--- src/rtl/symbol_feeder.sv ---
// Byte-to-symbol feeder: buffers bytes in a small FIFO and serializes each into four 2-bit
// symbols, one per clock, driving the idle symbol 2'b00 whenever no data is available.
module symbol_feeder #(
  parameter int unsigned DEPTH     = 4,
  parameter bit          MSB_FIRST = 1'b1
) (
  input  logic       clk,
  input  logic       rst_n,
  input  logic [7:0] in_byte_i,
  input  logic       in_valid_i,
  output logic       in_ready_o,
  output logic [1:0] num_o,
  output logic       num_valid_o,
  output logic       num_first_o,
  output logic       busy_o
);

  localparam int unsigned AW = (DEPTH > 1) ? $clog2(DEPTH) : 1;
  localparam int unsigned CW = AW + 1;
  localparam logic [CW-1:0] FullCount = CW'(DEPTH);

  typedef enum logic [0:0] {StIdle, StShift} state_e;

  logic [7:0]    mem_q [DEPTH];
  logic [AW-1:0] wptr_q, wptr_d;
  logic [AW-1:0] rptr_q, rptr_d;
  logic [CW-1:0] count_q, count_d;
  logic [7:0]    shreg_q;
  logic [2:0]    left_q;
  state_e        state_q;
  logic [1:0]    num_q;
  logic          num_valid_q;
  logic          num_first_q;

  logic          push;
  logic          pop;
  logic [7:0]    head;

  function automatic logic [1:0] emit_sym(input logic [7:0] b);
    return MSB_FIRST ? b[7:6] : b[1:0];
  endfunction

  function automatic logic [7:0] shift2(input logic [7:0] b);
    return MSB_FIRST ? {b[5:0], 2'b00} : {2'b00, b[7:2]};
  endfunction

  // Full check uses the pre-edge count only, so a same-edge pop never frees a slot.
  assign in_ready_o = (count_q != FullCount);
  assign push       = in_valid_i && in_ready_o;
  assign pop        = (state_q == StIdle) && (count_q != '0);
  assign head       = mem_q[rptr_q];

  always_comb begin
    wptr_d  = wptr_q;
    rptr_d  = rptr_q;
    count_d = count_q;
    if (push) begin
      wptr_d = wptr_q + AW'(1);
    end
    if (pop) begin
      rptr_d = rptr_q + AW'(1);
    end
    count_d = count_q + CW'(push) - CW'(pop);
  end

  always_ff @(posedge clk) begin
    if (push) begin
      mem_q[wptr_q] <= in_byte_i;
    end
  end

  always_ff @(posedge clk or negedge rst_n) begin
    if (!rst_n) begin
      wptr_q  <= '0;
      rptr_q  <= '0;
      count_q <= '0;
    end else begin
      wptr_q  <= wptr_d;
      rptr_q  <= rptr_d;
      count_q <= count_d;
    end
  end

  always_ff @(posedge clk or negedge rst_n) begin
    if (!rst_n) begin
      state_q     <= StIdle;
      shreg_q     <= '0;
      left_q      <= '0;
      num_q       <= 2'b00;
      num_valid_q <= 1'b0;
      num_first_q <= 1'b0;
    end else begin
      unique case (state_q)
        StIdle: begin
          if (pop) begin
            num_q       <= emit_sym(head);
            shreg_q     <= shift2(head);
            left_q      <= 3'd3;
            num_valid_q <= 1'b1;
            num_first_q <= 1'b1;
            state_q     <= StShift;
          end else begin
            num_q       <= 2'b00;
            num_valid_q <= 1'b0;
            num_first_q <= 1'b0;
          end
        end
        StShift: begin
          num_q       <= emit_sym(shreg_q);
          shreg_q     <= shift2(shreg_q);
          left_q      <= left_q - 3'd1;
          num_valid_q <= 1'b1;
          num_first_q <= 1'b0;
          if (left_q == 3'd1) begin
            state_q <= StIdle;
          end
        end
        default: state_q <= StIdle;
      endcase
    end
  end

  assign num_o       = num_q;
  assign num_valid_o = num_valid_q;
  assign num_first_o = num_first_q;
  assign busy_o      = (count_q != '0) || (left_q != 3'd0);

endmodule

--- config.mk ---
export PLATFORM = sky130hd
export DESIGN_NAME = symbol_feeder
export DESIGN_NICKNAME = d
export VERILOG_FILES = /design/src/rtl/symbol_feeder.sv
export SDC_FILE = /design/constraint.sdc
export NUM_CORES = 1
export LEC_CHECK = 0
export CORE_UTILIZATION = 30
export CTS_BUF_LIST = sky130_fd_sc_hd__clkbuf_16
export CTS_CLUSTER_SIZE = 8
export DETAILED_ROUTE_END_ITERATION = 16
export GPL_ROUTABILITY_DRIVEN = 0
export PLACE_DENSITY_LB_ADDON = 0.3
export SYNTH_ARGS = -nofsm -noshare
export SYNTH_HDL_FRONTEND = slang
export SYNTH_SLANG_ARGS = --single-unit
export TNS_END_PERCENT = 5
--- constraint.sdc ---
create_clock -name clk -period 2.45 [get_ports clk]
set_input_delay 0.6125 -clock clk [delete_from_list [all_inputs] [get_ports clk]]
set_output_delay 0.6125 -clock clk [all_outputs]
set_load 0.01 [all_outputs]
==> results.toml, run 1 <==
[global_route]
grt_overflow_total = 0
grt_pass1_vias = 1173
track_usage_pct = 10.64
grt_pass1_wl_um = 5858
grt_max_degree = 22
antenna_found_initial = 0

[worst_hold_path]
holdPathStages = 1
hold_end = "left_q[0]"
hp-start = "left_q[0]"
hp-class = "flop to flop"

[worst_setup_path]
path_cells = "or3b_1 -> clkdlybuf4s50_1"
r2r_start = "count_q[1]"
cp.required_ps = 1840
worst_path_max_delay_cell = "clkdlybuf4s50_1"
cpPeakStageDelay_ps = 520
path_max_fanout = 7
crit_arrival_ps = 1740
crit_path_start = "count_q[1]"
cp-end-kind = "output port"
rr_endpoint = "count_q[2]"
start_kind = "flop"
crit_type = "flop to output port"
r2r_cells = 6
regToRegSetupSlack_ps = 480

[timing]
finalSetupTns_ps = 0
finClkSkew_ps = 6.824
setup_viol = 0
finalCritPeriodShare_pct = 96.17
grt_setup_unrepaired = "no"
slew_viol_final = 0
maxSlewHeadroom_pct = 58.98
worstMarginPinSlew_ps = 615.3
final_hold_viol_count = 0
period_minus_slack_ps = 2356
max_freq_mhz = 424.4
setup_ws_ps = 93.80

[cts]
cts_buffers = 5
path_clk_slew_ps = 60
insertion_delay_ps = 290
cts_tree = "yes"
holdBufCountCts = 0
cts_setup_buffers = 0
cts-root-buf = "clkbuf_16"
clock_sinks = 53
cts_resized = 0
cts_buffer_depth = 2
htreeDepth = 2

[synthesis]
synth_area_per_cell_um2 = 17.61
yosysSeqAreaShare_pct = 69.76
yosys.area.top_type_share_pct = 45.10
ys_top_cells_by_area = "edfxtp_1 (45%), dfrtp_1 (25%), mux4_2 (8.5%)"
synth_top_area_cell = "edfxtp_1"
postSynthCellCount = 121
synth.distinct_cells = 26
synth_seq_cells = 53
synth_nets = 141
syn_area_um2 = 2131
yosysWarnings = 0

[power_and_ir_drop]
comb_power_share_pct = 27.7
power.internal_w = 0.002178
clkPwrFrac_pct = 24.8
p_leak_nw = 1.014
ir_worst_vdd_uv = 555.9
p_switching_w = 0.0008922
switching_share_pct = 29.06
cellPowerDensity_nw_per_um2 = 1190
total_power_w = 0.003070
seqPwrFrac_pct = 47.4

[detailed_routing]
drt_iter0_drc = 35
wirelength_um = 3462
route.detailed.drc = 0
vias = 1066
ant_nets = 0
wl_per_cell_um = 14.49
vias_per_cell = 4.460
firstDrtPassIters = 4

[cells_and_area]
synthToLayoutAreaGrowth_pct = 21.08
num-nets-final = 162
antenna_cells = 0
finalNonFillerCells = 239
drive_gt1_share_pct = 18.18
final_cell_area_um2 = 2580

[placement]
dp.cells = 231
hpwl_um = 2403
portBuffers = 16
place_ws_ps = 206.3
placed_area_um2 = 2411

[outcome]
status = "completed"

[die]
fp.dieW_um = 86.28
die-area_um2 = 7443
fp.dieH_um = 86.28
ios = 17
core_um2 = 6832
initial_core_util_pct = 31.19
rows = 30

[job]
drv_cap = 0
## sequential cells by signal, indices dropped and copies added (netlist names)
register,count
mem_q,32
left_q,3
wptr_q,2
count_q,3
shreg_q,6
num_valid_o,1
num_first_o,1
rptr_q,2
num_o,2
state_q,1
## kinds of logic after synthesis
logic type,after synthesis,synth area share [%]
AND/OR/NAND/NOR,16,4.697
flip-flops,53,69.76
AO/OA/AOI/OAI,15,5.579
adder cells (fa/ha/maj),9,5.637
buffers and inverters,12,2.290
multiplexers,9,9.160
XOR/XNOR,7,2.877
## routing by layer
layer	up-vias	track usage, %	wire length [µm]
met2	17	17.97	1771
met3	7	3.238	105
li1	494	-	-
met4	0	3.636	52
met5	-	0	0
met1	548	12.99	1533
## how the worst max path moves through the flow
stage                       endpoint  cells past startpoint
final                     in_ready_o                      2
after global routing      in_ready_o                      2
after CTS                     busy_o                      3
after detailed placement  count_q[2]                      6
after global placement    count_q[2]                      6
after floorplan           count_q[2]                      7
## worst max-delay path: cells and delay by family (launching register included)
kind | cells | cell delay [ps]
AND/OR/NAND/NOR | 1 | 500
flip-flops | 1 | 440
buffers and inverters | 1 | 520
## cell usage after synthesis
master    count
a21o_1        4
a21oi_1       1
a22o_1        8
a22oi_1       1
a31oi_1       1
and2_4        1
and3_2        4
buf_2         2
clkbuf_1      2
clkbuf_2      1
dfrtp_1      21
edfxtp_1     32
fa_1          1
ha_1          8
inv_1         7
mux2_4        1
mux4_2        8
nand2_1       3
nand3_1       1
nor2_1        3
nor3_1        1
nor3b_1       1
nor4_2        1
or3b_1        1
xnor2_1       4
xor2_1        3
## power groups by stage
| stage | logic (W) | registers, W | clock network (W) |
|---|---|---|---|
| 4_1_cts | 0.000869 | 0.00146 | 0.000775 |
| 3_5_place_dp | 0.000868 | 0.00148 | 0 |
| 2_1_floorplan | 0.000693 | 0.00135 | 0 |
| 6_report | 0.000852 | 0.00146 | 0.000762 |
| 3_3_place_gp | 0.000818 | 0.00146 | 0 |
| 5_1_grt | 0.000947 | 0.00150 | 0.000820 |
## final cells by class
type                    count  area, µm²
fillers                   661       4252
flip-flops and latches     53       1486
multi-input cells          56      600.6
repair buffers             19      182.7
clock buffers               5      125.1
well taps                  96      120.1
clock inverters             3      38.79
inverters                   7      26.28
## cells in the final DEF (no fill, tap or decap), types with 3 or more instances in the layout
cell type / netlist / layout
buf_4: 0 / 3
a21o_1: 4 / 4
mux4_2: 8 / 8
clkdlybuf4s50_1: 0 / 16
nand2_1: 3 / 3
edfxtp_1: 32 / 32
a22o_1: 8 / 8
clkbuf_16: 0 / 5
nor2_1: 3 / 3
xor2_1: 3 / 3
and3_2: 4 / 4
xnor2_1: 4 / 4
ha_1: 8 / 8
inv_1: 7 / 8
dfrtp_1: 21 / 21
## through the flow
stage,hold slack [ps],util (%)
finish,505.5,37.77
detailed placement,501.3,35.29
CTS,511.7,37.69
global placement,491.5,35.29
global route,529.1,37.77
floorplan,316.9,-
Power figures use the tool's default switching activity.
==> run 2, diff against run 1 <==
- CORE_ASPECT_RATIO: not set -> 0.9
==> results.toml, run 2 (synthesis results as in run 1) <==
[cells_and_area]
fillers = 635
top_register = "mem_q"
regArea_um2 = 1486
multiInputGateArea_um2 = 600.6
mostFrequentLayoutCells = "edfxtp_1 (32), dfrtp_1 (21), clkdlybuf4s50_1 (16)"
num-nets-final = 162
reg.largest.list = "mem_q: 32 flops, shreg_q: 6 flops"
mostFrequentLayoutCell = "edfxtp_1"
largest_reg_flops = 32
drive_gt1_share_pct = 17.48
antenna_cells = 0
synthToLayoutAreaGrowth_pct = 20.67

[job]
drv_cap = 0

[detailed_routing]
wirelength_um = 3552
route.detailed.drc = 0
vias_per_cell = 4.494
wl_per_cell_um = 15.24
vias = 1047
ant_nets = 0
firstDrtPassIters = 4
drt_iter0_drc = 43

[worst_setup_path]
path_max_fanout = 7
r2r_start = "count_q[1]"
r2r_cells = 6
worst-path-buf-inv = 1
start_kind = "flop"
cp_num_cells = 2
crit_type = "flop to output port"
cp-end-kind = "output port"
cp.required_ps = 1840
regToRegSetupSlack_ps = 460
worst_path_max_delay_cell = "clkdlybuf4s50_1"
rr_endpoint = "count_q[2]"
path_cells = "or3b_1 -> clkdlybuf4s50_1"
cp_top_family = "buffers and inverters"
cpPeakStageDelay_ps = 520
crit_arrival_ps = 1750

[power_and_ir_drop]
p_leak_nw = 1.012
ir_worst_vdd_uv = 518.6
cellPowerDensity_nw_per_um2 = 1196

[global_route]
grt_pass1_wl_um = 5844
grt_pass1_vias = 1158
track_usage_pct = 10.87
antenna_found_initial = 0
grt_overflow_total = 0
grt_max_degree = 22

[placement]
hpwl_um = 2379
portBuffers = 16
place_ws_ps = 195.6

[worst_hold_path]
holdPathStages = 1
hold_end = "left_q[0]"
hp-class = "flop to flop"
hp-start = "left_q[0]"

[timing]
max_freq_mhz = 423.8
setup_ws_ps = 90.62
finalSetupTns_ps = 0
setup_viol = 0
final_hold_viol_count = 0
finalCritPeriodShare_pct = 96.30
grt_setup_unrepaired = "no"
hold_ws_ps = 509.9
maxSlewHeadroom_pct = 60.60
finClkSkew_ps = 3.555
slew_viol_final = 0
worstMarginPinSlew_ps = 590.9
period_minus_slack_ps = 2359

[die]
fp.dieH_um = 81.95
core_um2 = 6726
ios = 17
initial_core_util_pct = 31.68
rows = 28
die-area_um2 = 7444
fp.dieW_um = 90.84

[cts]
cts_tree = "yes"
holdBufCountCts = 0
cts-root-buf = "clkbuf_16"
cts_buffer_depth = 2
path_clk_slew_ps = 60
clock_sinks = 53
insertion_delay_ps = 280
cts_buffers = 5
htreeDepth = 2

[outcome]
status = "completed"
run 2: repair_timing:
item                                    CTS  global route
setup buffers                             0             0
endpoints found under the setup margin    0             1
resized for setup                         0             1
run 2: power breakdown:
group	switching, W	internal [W]	total [W]
Sequential	0.000226	0.00123	0.00146
Combinational	0.000387	0.000475	0.000862
Clock	0.000282	0.000474	0.000757
Total	0.000895	0.00218	0.00307
run 2: worst max-delay path by stage:
stage / startpoint / end / slack, ps
after detailed placement: in_valid_i / count_q[2] / 200
after global placement: in_valid_i / count_q[2] / 260
after floorplan: count_q[1] / count_q[2] / 540
after global routing: count_q[1] / in_ready_o / 40
final: count_q[1] / in_ready_o / 90
after CTS: count_q[1] / busy_o / 70
run 2: stage by stage:
stage               power (W)  std cells  instance area (µm²)  utilization (%)
detailed placement   0.002354        225                 2404            35.73
CTS                  0.003123        233                 2566            38.15
global placement     0.002283        225                 2404            35.73
floorplan            0.002045        121                 2131                -
global route         0.003263        233                 2571            38.23
finish               0.003074        233                 2571            38.23
run 2: cell type report:
class / instances / share of cell area, %
Timing Repair Buffer: 19 / 7.105
Inverter: 7 / 1.022
Tap cell: 90 / 4.380
Clock inverter: 3 / 1.460
Sequential cell: 53 / 57.81
Multi-Input combinational cell: 56 / 23.36
Clock buffer: 5 / 4.866
run 2: metal layers:
metal	GRT usage [%]	share of wire [%]	up-vias	wire length, µm
met5	0	0	-	0
met4	4.762	1.5	0	53
met3	3.148	3.1	7	111
met2	18.71	48	18	1705
met1	12.89	47	531	1681
li1	-	-	491	-
==> run 3, diff against run 2 <==
- CORE_UTILIZATION: 30 -> 45
- GPL_TIMING_DRIVEN: not set -> 0
==> results.toml, run 3 (synthesis results as in run 1) <==
[cts]
cts-root-buf = "clkbuf_16"
htreeDepth = 2
cts_buffer_depth = 2
cts_buffers = 5
clock_sinks = 53
insertion_delay_ps = 290
path_clk_slew_ps = 60
cts_resized = 0
cts_tree = "yes"
cts_setup_buffers = 0
holdBufCountCts = 0

[worst_setup_path]
crit_path_start = "count_q[1]"
cp-end-kind = "output port"
regToRegSetupSlack_ps = 290
crit_type = "flop to output port"
cp.required_ps = 1840
worst_path_max_delay_cell = "clkdlybuf4s50_1"
crit_arrival_ps = 1760
r2r_start = "count_q[1]"
rr_endpoint = "count_q[2]"
cpPeakStageDelay_ps = 490
r2r_cells = 7
path_max_fanout = 7
path_cells = "or3b_1 -> clkbuf_2 -> clkdlybuf4s50_1"
start_kind = "flop"

[die]
core_um2 = 4489
die-area_um2 = 5015
rows = 23
fp.dieW_um = 74.54
fp.dieH_um = 67.28
ios = 17
initial_core_util_pct = 47.46

[timing]
finClkSkew_ps = 2.857
final_hold_viol_count = 0
period_minus_slack_ps = 2373
max_freq_mhz = 421.4
finalSetupTns_ps = 0
finalCritPeriodShare_pct = 96.86
slew_viol_final = 0
grt_setup_unrepaired = "no"
maxSlewHeadroom_pct = 37.31
setup_ws_ps = 76.83
setup_viol = 0
worstMarginPinSlew_ps = 937.4

[worst_hold_path]
holdPathStages = 1
hp-class = "flop to flop"
hp-start = "shreg_q[6]"
hold_end = "num_o[0]"

[placement]
place_ws_ps = 193.9
placed_area_um2 = 2369
portBuffers = 16
hpwl_um = 2237

[global_route]
grt_pass1_vias = 1073
grt_overflow_total = 0
grt_pass1_wl_um = 5292
grt_max_degree = 22
track_usage_pct = 15.37
antenna_found_initial = 0

[outcome]
status = "completed"

[cells_and_area]
num-nets-final = 164
synthToLayoutAreaGrowth_pct = 18.97
largest_reg_flops = 32
drive_gt1_share_pct = 17.24
mostFrequentLayoutCell = "edfxtp_1"
mostFrequentLayoutCells = "edfxtp_1 (32), dfrtp_1 (21), clkdlybuf4s50_1 (16)"
antenna_cells = 0
final_cell_area_um2 = 2535
top_register = "mem_q"
reg.largest.list = "mem_q: 32 flops, shreg_q: 6 flops"
final_util_pct = 56.47

[power_and_ir_drop]
ir_worst_vdd_uv = 520.9
seqPwrFrac_pct = 44.1
p_leak_nw = 1.005
power.internal_w = 0.002190
p_switching_w = 0.0008903
clkPwrFrac_pct = 25.0
comb_power_share_pct = 31.0
cellPowerDensity_nw_per_um2 = 1215
switching_share_pct = 28.90

[detailed_routing]
vias_per_cell = 5.159
ant_nets = 0
wl_per_cell_um = 15.98
firstDrtPassIters = 4
drt_iter0_drc = 77
route.detailed.drc = 0
vias = 1068
wirelength_um = 3308

[job]
drv_cap = 0
==> run 3: power groups by stage <==
stage | clock [W] | sequential (W) | combinational [W]
floorplan | 0 | 0.00135 | 0.000693
global placement | 0 | 0.00136 | 0.000921
detailed placement | 0 | 0.00138 | 0.000970
CTS | 0.000786 | 0.00136 | 0.000976
global route | 0.000814 | 0.00138 | 0.00105
finish | 0.000770 | 0.00136 | 0.000954
==> run 3: per-stage QoR <==
stage | total power [W] | cells | hold WS, ps
2_1_floorplan | 0.002045 | 121 | 316.9
3_3_place_gp | 0.002279 | 199 | 490.9
3_5_place_dp | 0.002346 | 199 | 502.4
4_1_cts | 0.003121 | 207 | 519.0
5_1_grt | 0.003251 | 207 | 546.5
6_report | 0.003081 | 207 | 519.9
==> run 3: worst max-delay path by stage <==
stage	endpoint	slack (ps)	cells past startpoint
final	in_ready_o	80	3
after detailed placement	count_q[2]	190	6
after global routing	busy_o	20	3
after global placement	count_q[2]	240	6
after floorplan	count_q[2]	540	7
after CTS	in_ready_o	70	3
==> run 3: layout make-up <==
class | count | area, µm²
clock inverters | 3 | 41.29
flip-flops and latches | 53 | 1486
well taps | 62 | 77.57
clock buffers | 5 | 125.1
multi-input cells | 56 | 595.6
inverters | 7 | 26.28
repair buffers | 16 | 160.2
plain buffers | 5 | 22.52
fillers | 361 | 1954
==> run 3: critical path, delay by kind of cell, from the launching register on <==
family	cells	cell delay, ps
buf+inv	2	650
flops	1	430
simple gates	1	400
==> run 3: routing by layer <==
layer | routed length [µm] | track usage [%]
met1 | 1531 | 19.72
met2 | 1586 | 23.65
met3 | 123 | 4.030
met4 | 67 | 8.962
met5 | 0 | 0
